--- config.mk ---
export PLATFORM = sky130hd
export DESIGN_NAME = cpu_step_ctrl
export DESIGN_NICKNAME = d
export VERILOG_FILES = /design/src/rtl/cpu_step_ctrl.sv
export SDC_FILE = /design/constraint.sdc
export NUM_CORES = 1
export LEC_CHECK = 0
export CAP_MARGIN = 20
export CORE_MARGIN = 8
export CORE_UTILIZATION = 59
export DETAILED_ROUTE_END_ITERATION = 7
export GPL_TIMING_DRIVEN = 0
export PLACE_DENSITY = 0.83
export SLEW_MARGIN = 30
export SYNTH_ARGS = -nofsm -noshare
export SYNTH_HDL_FRONTEND = slang
export SYNTH_SLANG_ARGS = --single-unit
--- constraint.sdc ---
create_clock -name clk -period 4.7 [get_ports clk]
set_clock_uncertainty 0.05 [all_clocks]
set_input_delay 0.94 -clock clk [delete_from_list [all_inputs] [get_ports clk]]
set_output_delay 0.94 -clock clk [all_outputs]
set_load 0.02 [all_outputs]
--- src/rtl/cpu_step_ctrl.sv ---
// -----------------------------------------------------------------------------
// cpu_step_ctrl
// Turns the divided slow clock into a single-cycle CPU clock-enable in the
// fast clk domain. Supports free-run (run switch), single-step (debounced push
// button) and a CPU-requested halt, and counts the enables it has issued.
//
// Ports
//   clk       in   1      system clock
//   rst       in   1      asynchronous reset, active-high
//   slow_in   in   1      divided clock, asynchronous to clk
//   run       in   1      free-run switch, raw level
//   step_btn  in   1      raw single-step push button (bouncy)
//   halt      in   1      halt request from CPU, synchronous to clk
//   cpu_en    out  1      one-clk-wide CPU advance pulse, registered
//   state     out  2      00 IDLE, 01 RUN, 10 STEP, 11 HALTED
//   en_count  out  CNT_W  number of cpu_en pulses issued, wraps
// -----------------------------------------------------------------------------
module cpu_step_ctrl #(
    parameter int SYNC_STAGES     = 2,
    parameter int DEBOUNCE_CYCLES = 1_000_000,
    parameter int CNT_W           = 16
) (
    input  logic             clk,
    input  logic             rst,
    input  logic             slow_in,
    input  logic             run,
    input  logic             step_btn,
    input  logic             halt,
    output logic             cpu_en,
    output logic [1:0]       state,
    output logic [CNT_W-1:0] en_count
);

    localparam int              DB_W    = $clog2(DEBOUNCE_CYCLES);
    localparam logic [DB_W-1:0] DB_LAST = DB_W'(DEBOUNCE_CYCLES - 1);

    typedef enum logic [1:0] {
        ST_IDLE   = 2'b00,
        ST_RUN    = 2'b01,
        ST_STEP   = 2'b10,
        ST_HALTED = 2'b11
    } state_e;

    logic [SYNC_STAGES-1:0] slow_sync_q;
    logic                   slow_prev_q;
    logic [SYNC_STAGES-1:0] run_sync_q;
    logic [SYNC_STAGES-1:0] btn_sync_q;

    logic                   db_lvl_q;
    logic                   db_lvl_d;
    logic [DB_W-1:0]        db_cnt_q;
    logic [DB_W-1:0]        db_cnt_d;
    logic                   db_prev_q;

    state_e                 state_q;
    logic                   cpu_en_q;
    logic [CNT_W-1:0]       en_count_q;

    logic                   slow_rise_s;
    logic                   run_s;
    logic                   btn_s;
    logic                   press_s;

    assign slow_rise_s = slow_sync_q[SYNC_STAGES-1] & ~slow_prev_q;
    assign run_s       = run_sync_q[SYNC_STAGES-1];
    assign btn_s       = btn_sync_q[SYNC_STAGES-1];
    // One-cycle pulse on the debounced 0->1 transition.
    assign press_s     = db_lvl_q & ~db_prev_q;

    // Synchronizer chains for the asynchronous inputs plus the slow edge-detect flop.
    always_ff @(posedge clk or posedge rst) begin
        if (rst) begin
            slow_sync_q <= {SYNC_STAGES{1'b0}};
            slow_prev_q <= 1'b0;
            run_sync_q  <= {SYNC_STAGES{1'b0}};
            btn_sync_q  <= {SYNC_STAGES{1'b0}};
        end else begin
            slow_sync_q <= {slow_sync_q[SYNC_STAGES-2:0], slow_in};
            slow_prev_q <= slow_sync_q[SYNC_STAGES-1];
            run_sync_q  <= {run_sync_q[SYNC_STAGES-2:0], run};
            btn_sync_q  <= {btn_sync_q[SYNC_STAGES-2:0], step_btn};
        end
    end

    // Debounce next state: a new level is accepted only after DEBOUNCE_CYCLES
    // consecutive samples that differ from the current debounced level.
    always_comb begin
        db_lvl_d = db_lvl_q;
        db_cnt_d = db_cnt_q;
        if (btn_s != db_lvl_q) begin
            if (db_cnt_q == DB_LAST) begin
                db_lvl_d = btn_s;
                db_cnt_d = {DB_W{1'b0}};
            end else begin
                db_cnt_d = db_cnt_q + DB_W'(1'b1);
            end
        end else begin
            db_cnt_d = {DB_W{1'b0}};
        end
    end

    // Debounce registers and the previous debounced level for press detection.
    always_ff @(posedge clk or posedge rst) begin
        if (rst) begin
            db_lvl_q  <= 1'b0;
            db_cnt_q  <= {DB_W{1'b0}};
            db_prev_q <= 1'b0;
        end else begin
            db_lvl_q  <= db_lvl_d;
            db_cnt_q  <= db_cnt_d;
            db_prev_q <= db_lvl_q;
        end
    end

    // Control FSM with registered cpu_en pulse and enable counter.
    // cpu_en defaults low every cycle, so it can never stay high for two cycles.
    always_ff @(posedge clk or posedge rst) begin
        if (rst) begin
            state_q    <= ST_IDLE;
            cpu_en_q   <= 1'b0;
            en_count_q <= {CNT_W{1'b0}};
        end else begin
            cpu_en_q <= 1'b0;
            if (halt) begin
                // Halt overrides everything, including a coincident slow rise.
                state_q <= ST_HALTED;
            end else begin
                case (state_q)
                    ST_IDLE: begin
                        if (run_s) begin
                            state_q <= ST_RUN;
                        end else if (press_s) begin
                            state_q <= ST_STEP;
                        end else begin
                            state_q <= ST_IDLE;
                        end
                    end
                    ST_RUN: begin
                        if (!run_s) begin
                            state_q <= ST_IDLE;
                        end else if (slow_rise_s) begin
                            cpu_en_q   <= 1'b1;
                            en_count_q <= en_count_q + CNT_W'(1'b1);
                            state_q    <= ST_RUN;
                        end else begin
                            state_q <= ST_RUN;
                        end
                    end
                    ST_STEP: begin
                        // Extra presses are ignored here; run=1 drops the pending step.
                        if (slow_rise_s) begin
                            cpu_en_q   <= 1'b1;
                            en_count_q <= en_count_q + CNT_W'(1'b1);
                            state_q    <= ST_IDLE;
                        end else if (run_s) begin
                            state_q <= ST_RUN;
                        end else begin
                            state_q <= ST_STEP;
                        end
                    end
                    ST_HALTED: begin
                        // Leaving needs run low too, so a halted program restarts
                        // only after the run switch is cycled.
                        if (!run_s) begin
                            state_q <= ST_IDLE;
                        end else begin
                            state_q <= ST_HALTED;
                        end
                    end
                    default: begin
                        state_q <= ST_IDLE;
                    end
                endcase
            end
        end
    end

    assign cpu_en   = cpu_en_q;
    assign state    = state_q;
    assign en_count = en_count_q;

endmodule

==> results.cfg <==
[routing]
dr_total_vias = 1602
via_per_inst = 5.701
drt_first_pass_iters = 4
remaining_drc_errors = 0
postRouteAntennaNets = 0
totalWireLength_um = 4181
drt_iter0_drc = 159
wl_per_cell_um = 14.88

[yosys]
yosysUniqueCellTypes = 35
syn_nets = 214
synth_cells = 202
synth_seq_cells = 48
ys_warn_count = 0
postSynthAreaPerCell_sq_um = 11.04
synth_seq_area_share_pct = 53.87
synth_area_sq_um = 2230

[min_path]
min_to = run_sync_q[1]
hold_class = reg2reg
min_delay_path_depth = 0
hp-start = run_sync_q[0]

[floorplan]
die_width_um = 77.48
num_io_pins = 25
initial_core_util_pct = 60.90
die_h_um = 77.48
num_rows = 22
core_sq_um = 3661
die_area_sq_um = 6002

[setup_path]
r2r_end = db_cnt_q[8]
crit_path_start_kind = flop
r2r-start = db_cnt_q[16]
crit_type = reg2out
critPathMaxFanout = 7
path_buf_inv = 1
critical_path.slowest_cell = clkdlybuf4s50_1
reg2reg_depth = 5
crit_path_cell_trace = clkdlybuf4s50_1
critPathCaptureType = output pin
r2r_slack_ns = 2.55
critPathTopFamily = buffers and inverters
max_stage_delay_ns = 0.66
worstPathRequired_ns = 3.71
arrival_ns = 1.43

[sta]
rsz0062_at_grt = no
setup-violations-final = 0
max_freq_ghz = 0.4135
slew_viol_final = 0
tightestPinTransition_ns = 0.5774
period_share_pct = 51.45
finalSetupTns_ns = 0
slew_headroom_pct = 61.50
finalHoldViolations = 0
min_period_ns = 2.418

[power]
ir_drop_mv = 0.2105
leakagePower_nw = 1.095
power_density_nw_per_um2 = 305.5

[clock_network]
clk_pin_slew_ns = 0.08
cts_tree = done
numCtsBuffers = 5
postCtsSetupBuffers = 0
h-tree-depth = 2
clk_latency_ns = 0.29
post_cts_resized = 0
clockBufferDepth = 2
clock-sinks = 48
holdBufCountCts = 0
cts_root_buf = clkbuf_8

[global_route]
grt.total_usage_pct = 14.76
grt-ovfl-total = 0
grt_pass1_vias = 1593
grt_max_degree = 49
antenna_found_initial = 0
grt_pass1_wl_um = 7258

[layout]
final_core_util_pct = 71.29
synthToLayoutAreaGrowth_pct = 17.06
fillers = 268
final_layout_size_suffix_gt1_share_pct = 9.442
multi_input_area_sq_um = 964.7
antennaDiodeCount = 0
layout.nets = 245
seqCellArea_sq_um = 1201
mostFrequentLayoutCell = dfrtp_1
final_cell_mix = 48 x dfrtp_1, 24 x clkdlybuf4s50_1, 14 x xnor2_1, 14 x nor2_1, 13 x xor2_1

[placed_design]
dp_hpwl_um = 2933
portBuffers = 24
place_congestion = 0.8206

[flow_run]
maxCapViolCount = 0

[status]
status = finished, final reports clean
==> final cells by class <==
class / instances / share of cell area [%]
plain buffers: 3 / 0.7191
clock buffers: 6 / 2.780
clock inverters: 1 / 0.1918
inverters: 12 / 1.822
multi-input cells: 139 / 36.96
flip-flops and latches: 48 / 46.02
well taps: 48 / 2.301
repair buffers: 24 / 9.204
==> synthesized netlist by cell type <==
cell	count	area [sq um]
or3_1	2	12.51
mux2_2	2	22.52
nor4bb_1	1	10.01
nand2b_1	2	12.51
or4b_4	1	13.76
nand3_4	1	17.52
or2_2	4	25.02
a21oi_2	1	8.760
or4_4	2	22.52
o31ai_4	1	21.27
ha_1	6	75.07
nor4_1	6	37.54
buf_6	1	11.26
and4bb_2	1	12.51
clkbuf_1	2	7.510
or4_2	1	8.760
and2_1	3	18.77
inv_1	12	45.04
nor2b_1	1	6.260
dfrtp_1	48	1201
nor3_1	11	55.05
nand3b_1	1	7.510
a21oi_1	8	40.04
nand4_1	7	43.79
a311o_1	1	10.01
o31ai_1	6	45.04
xor2_1	13	113.9
nand3_1	10	50.05
a2111o_1	1	11.26
o21ai_0	1	5.000
or4_1	4	30.03
nor2_1	14	52.55
a21o_1	1	7.510
xnor2_1	14	122.6
nand2_1	12	45.04
==> worst max-delay path by stage <==
stage                     start       endpoint  slack, ns  depth (start not counted)
global route        en_count[2]    en_count[2]       2.22                          1
detailed placement         halt   en_count[15]       1.99                          5
global placement            rst    slow_prev_q       1.66                          2
finish              en_count[2]    en_count[2]       2.28                          1
CTS                 en_count[2]    en_count[2]       2.27                          1
floorplan                   rst  btn_sync_q[0]       2.57                          1
==> flip-flops by register name, summed over array words and instances (netlist names) <==
| signal | cells |
|---|---|
| slow_prev_q | 1 |
| btn_sync_q | 2 |
| db_prev_q | 1 |
| state | 2 |
| slow_sync_q | 2 |
| run_sync_q | 2 |
| en_count | 16 |
| db_cnt_q | 20 |
| db_lvl_q | 1 |
| cpu_en | 1 |
==> logic make-up after synthesis <==
kind of cell | count (synthesis) | synth area share, %
and+or+nand+nor | 84 | 21.60
DFF | 48 | 53.87
xor gates and xnor gates | 27 | 10.61
AOI/OAI and AO/OA | 20 | 6.678
buffers and inverters | 15 | 2.862
adders and majority gates | 6 | 3.367
muxes | 2 | 1.010
==> where the power goes <==
part	switching (W)	leakage, nW	total [W]	internal, W
clock network	0.000126	0.0410	0.000227	0.000101
logic	0.0000601	0.434	0.000112	0.0000517
registers	0.0000256	0.620	0.000458	0.000433
total	0.000212	1.10	0.000797	0.000586
==> layer usage <==
metal	track usage [%]	vias to the layer above	routed length, um
li1	-	770	-
met1	18.30	786	1922
met2	22.75	35	1960
met3	4.378	11	210
met4	7.736	0	89
met5	0	-	0
==> through the flow <==
stage / hold WS [ns] / total power [W] / instance area, sq um / cells / setup WS [ns]
after floorplan: 0.2812 / 0.0005271 / 2230 / 202 / 2.566
after global placement: 0.2822 / 0.0005774 / 2530 / 274 / 1.655
after detailed placement: 0.2881 / 0.0005804 / 2532 / 274 / 1.986
after CTS: 0.3058 / 0.0008081 / 2610 / 281 / 2.267
after global routing: 0.3103 / 0.0008363 / 2610 / 281 / 2.217
final: 0.3021 / 0.0007974 / 2610 / 281 / 2.282
Power figures use the tool's default switching activity.
==> RTL edit, RTL diff (config.mk and constraints unchanged) <==
`CNT_W`: 16 -> 18.
--- a/src/rtl/cpu_step_ctrl.sv
+++ b/src/rtl/cpu_step_ctrl.sv
@@ -20,3 +20,3 @@
     parameter int DEBOUNCE_CYCLES = 1_000_000,
-    parameter int CNT_W           = 16
+    parameter int CNT_W           = 18
 ) (
Interface: changed (resized en_count); port bits go from 25 to 27. The function was not compared with the original's and may differ.
==> RTL edit against the unedited design <==
  * Critical path depth rose by 4
  * Die area rose by 4.6%
  * Largest cell class unchanged
  * First-iteration DRC count fell by 45%
  * Setup slack got worse by 0.099 ns
  * Area after synthesis rose by 5.8%
  * Combinational power barely moved
  * Sequential cell count rose by 2
  * Total power rose by 3.7%
  * Via count rose by 2.7%
  * Cell area rose by 6.3%
  * Routed wire length rose by 3.5%
  * Sequential share of layout area fell by 0.92 points
==> RTL edit: results (changes against the unedited design) <==
| Metric | Value |
|---|---|
| Outcome | `finished, final reports clean` |
| M1 wire length | `1.97 mm (+2.7%)` |
| Overall Global Routing Usage | `14.8% (+0.084 points)` |
| Slowest CP cell | `nor4_4` |
| First-pass GRT wire length | `7.41 mm (+2.1%)` |
| Top post-synthesis cells by area | `dfrtp_1 53%, xnor2_1 7.8%, nand3_1 3.8%` |
| Routed vias | `1645 (+2.7%)` |
| Share of cells above drive strength 1 | `10.7% (+1.3 points)` |
| Hpwl dp | `3.10 mm (+5.7%)` |
| I/O Buffers | `26 (+8.3%)` |
| Root buffer cell | `clkbuf_8` |
| Seq/Total Area, Yosys | `53.1% (-0.82 points)` |
| Metal3 WL | `135 um (-36%)` |
| Max Buffers Root-to-Sink | `2 (unchanged)` |
| Clk slew on worst S/H paths | `0.09 ns` |
| H-Tree Depth | `2 (unchanged)` |
| Main synth FF type | `dfrtp_1` |
| Final net count | `254 (+3.7%)` |
| CP max FO | `6 (-1)` |
| Fill cell total of the finished layout | `300 (+12%)` |
| TritonCTS buffer count | `5 (unchanged)` |
| Met2 routed WL | `2.13 mm (+8.6%)` |
| Worst-margin pin slew | `0.594 ns (+0.0161 ns)` |
| Critical Path AT | `2.66 ns (+1.23 ns)` |
| Most common library cells after synthesis | `50 x dfrtp_1, 21 x xnor2_1, 19 x nor2_1` |
| FFs w/ async S/R, synth | `100% (unchanged)` |
| Delay-heaviest family, CP | `simple AND/OR/NAND/NOR gates` |
| FF-to-FF Start | `state[0]$_DFF_PP0_` |
| Largest net degree at the start of global routing | `51 (+4.1%)` |
| RD Place Congestion | `0.856 (+4.4%)` |
| Max stage delay on crit path | `0.55 ns (-0.11 ns)` |
| Antenna cell count | `0 (unchanged)` |
| Max reg flops | `20 (unchanged)` |
| Pre-CTS WS | `1.86 ns (-0.125 ns)` |
| Hold Crit Start | `btn_sync_q[0]$_DFF_PP0_` |
| Syn nets | `221 (+3.3%)` |
| First drt pass iteration count | `4 (unchanged)` |
| Iteration-0 DRC Markers | `87 (-45%)` |
| Resized cells post-CTS | `0 (unchanged)` |
| Max layer used | `met4` |
| Most flops, register | `db_cnt_q` |
| Routed wire per std cell | `14.8 um (-0.75%)` |
| Netlist cell types | `41 (+17%)` |
| Initial antenna violation count | `0 (unchanged)` |
| Synth warn | `0 (unchanged)` |
| VDD IR-drop max | `0.242 mV (+15%)` |
| Clock Latency Late Sink | `0.30 ns` |
| Leakage | `1.15 nW (+4.8%)` |
| Worst hold-check path type | `reg -> reg` |
| Crit path from | `halt` |
| Post-CTS Setup Bufs | `0 (unchanged)` |
-- RTL edit: cell count changes after synthesis, moves of 5 or more --
| cell | change |
|---|---|
| and3_1 | +6 |
| inv_1 | -5 |
| nand3_1 | +8 |
| nor2_1 | +5 |
| nor3_1 | -6 |
| xnor2_1 | +7 |
-- RTL edit: routing by layer --
| metal | vias up | track usage (%) |
|---|---|---|
| met5 | - | 0 |
| met4 | 0 | 7.41 |
| met3 | 9 | 3.50 |
| met2 | 28 | 24.5 |
| met1 | 805 | 17.7 |
| li1 | 803 | - |
-- RTL edit: worst paths after layout --
| path | to | slack (ns) | cells after the start |
|---|---|---|---|
| setup / recovery | en_count[12]$_DFFE_PP0P_ | 2.18 | 5 |
| hold / removal | btn_sync_q[1]$_DFF_PP0_ | 0.31 | 0 |
| setup reg to reg | en_count[12]$_DFFE_PP0P_ | 2.59 | 6 |
| hold reg to reg | btn_sync_q[1]$_DFF_PP0_ | 0.31 | 0 |
| max in group asynchronous | state[0]$_DFF_PP0_ | 3.19 | 2 |
| min in group asynchronous | en_count[6]$_DFFE_PP0P_ | 1.01 | 2 |
-- RTL edit: logic make-up (layout without fill, tap and decap cells) --
logic type,count (synthesis),after routing,share of synthesized area [%]
AO/OA/AOI/OAI,18,18,5.62
XOR/XNOR,30,30,11.1
adder cells (fa/ha/maj),6,6,3.18
buffers and inverters,9,43,1.91
flip-flops,50,50,53.1
multiplexers,2,2,0.955
AND/OR/NAND/NOR,94,94,24.1
-- RTL edit: layout make-up --
| type | count | area, um^2 | share of cell area [%] |
|---|---|---|---|
| Buffer | 2 | 18.8 | 0.677 |
| Clock buffer | 5 | 68.8 | 2.48 |
| Clock inverter | 3 | 21.3 | 0.767 |
| Inverter | 7 | 28.8 | 1.04 |
| Multi-Input combinational cell | 150 | 1060 | 38.3 |
| Sequential cell | 50 | 1250 | 45.1 |
| Tap cell | 50 | 62.6 | 2.26 |
| Timing Repair Buffer | 26 | 260 | 9.38 |
-- RTL edit: power breakdown --
part	internal (mW)	switching, mW
Sequential	0.450	0.0226
Clock	0.105	0.138
Combinational	0.0527	0.0592
Total	0.607	0.220
-- RTL edit: metrics by stage --
stage               cells  cell area, um^2
finish                293             2770
global route          293             2770
CTS                   293             2770
detailed placement    285             2680
global placement      285             2680
floorplan             209             2360
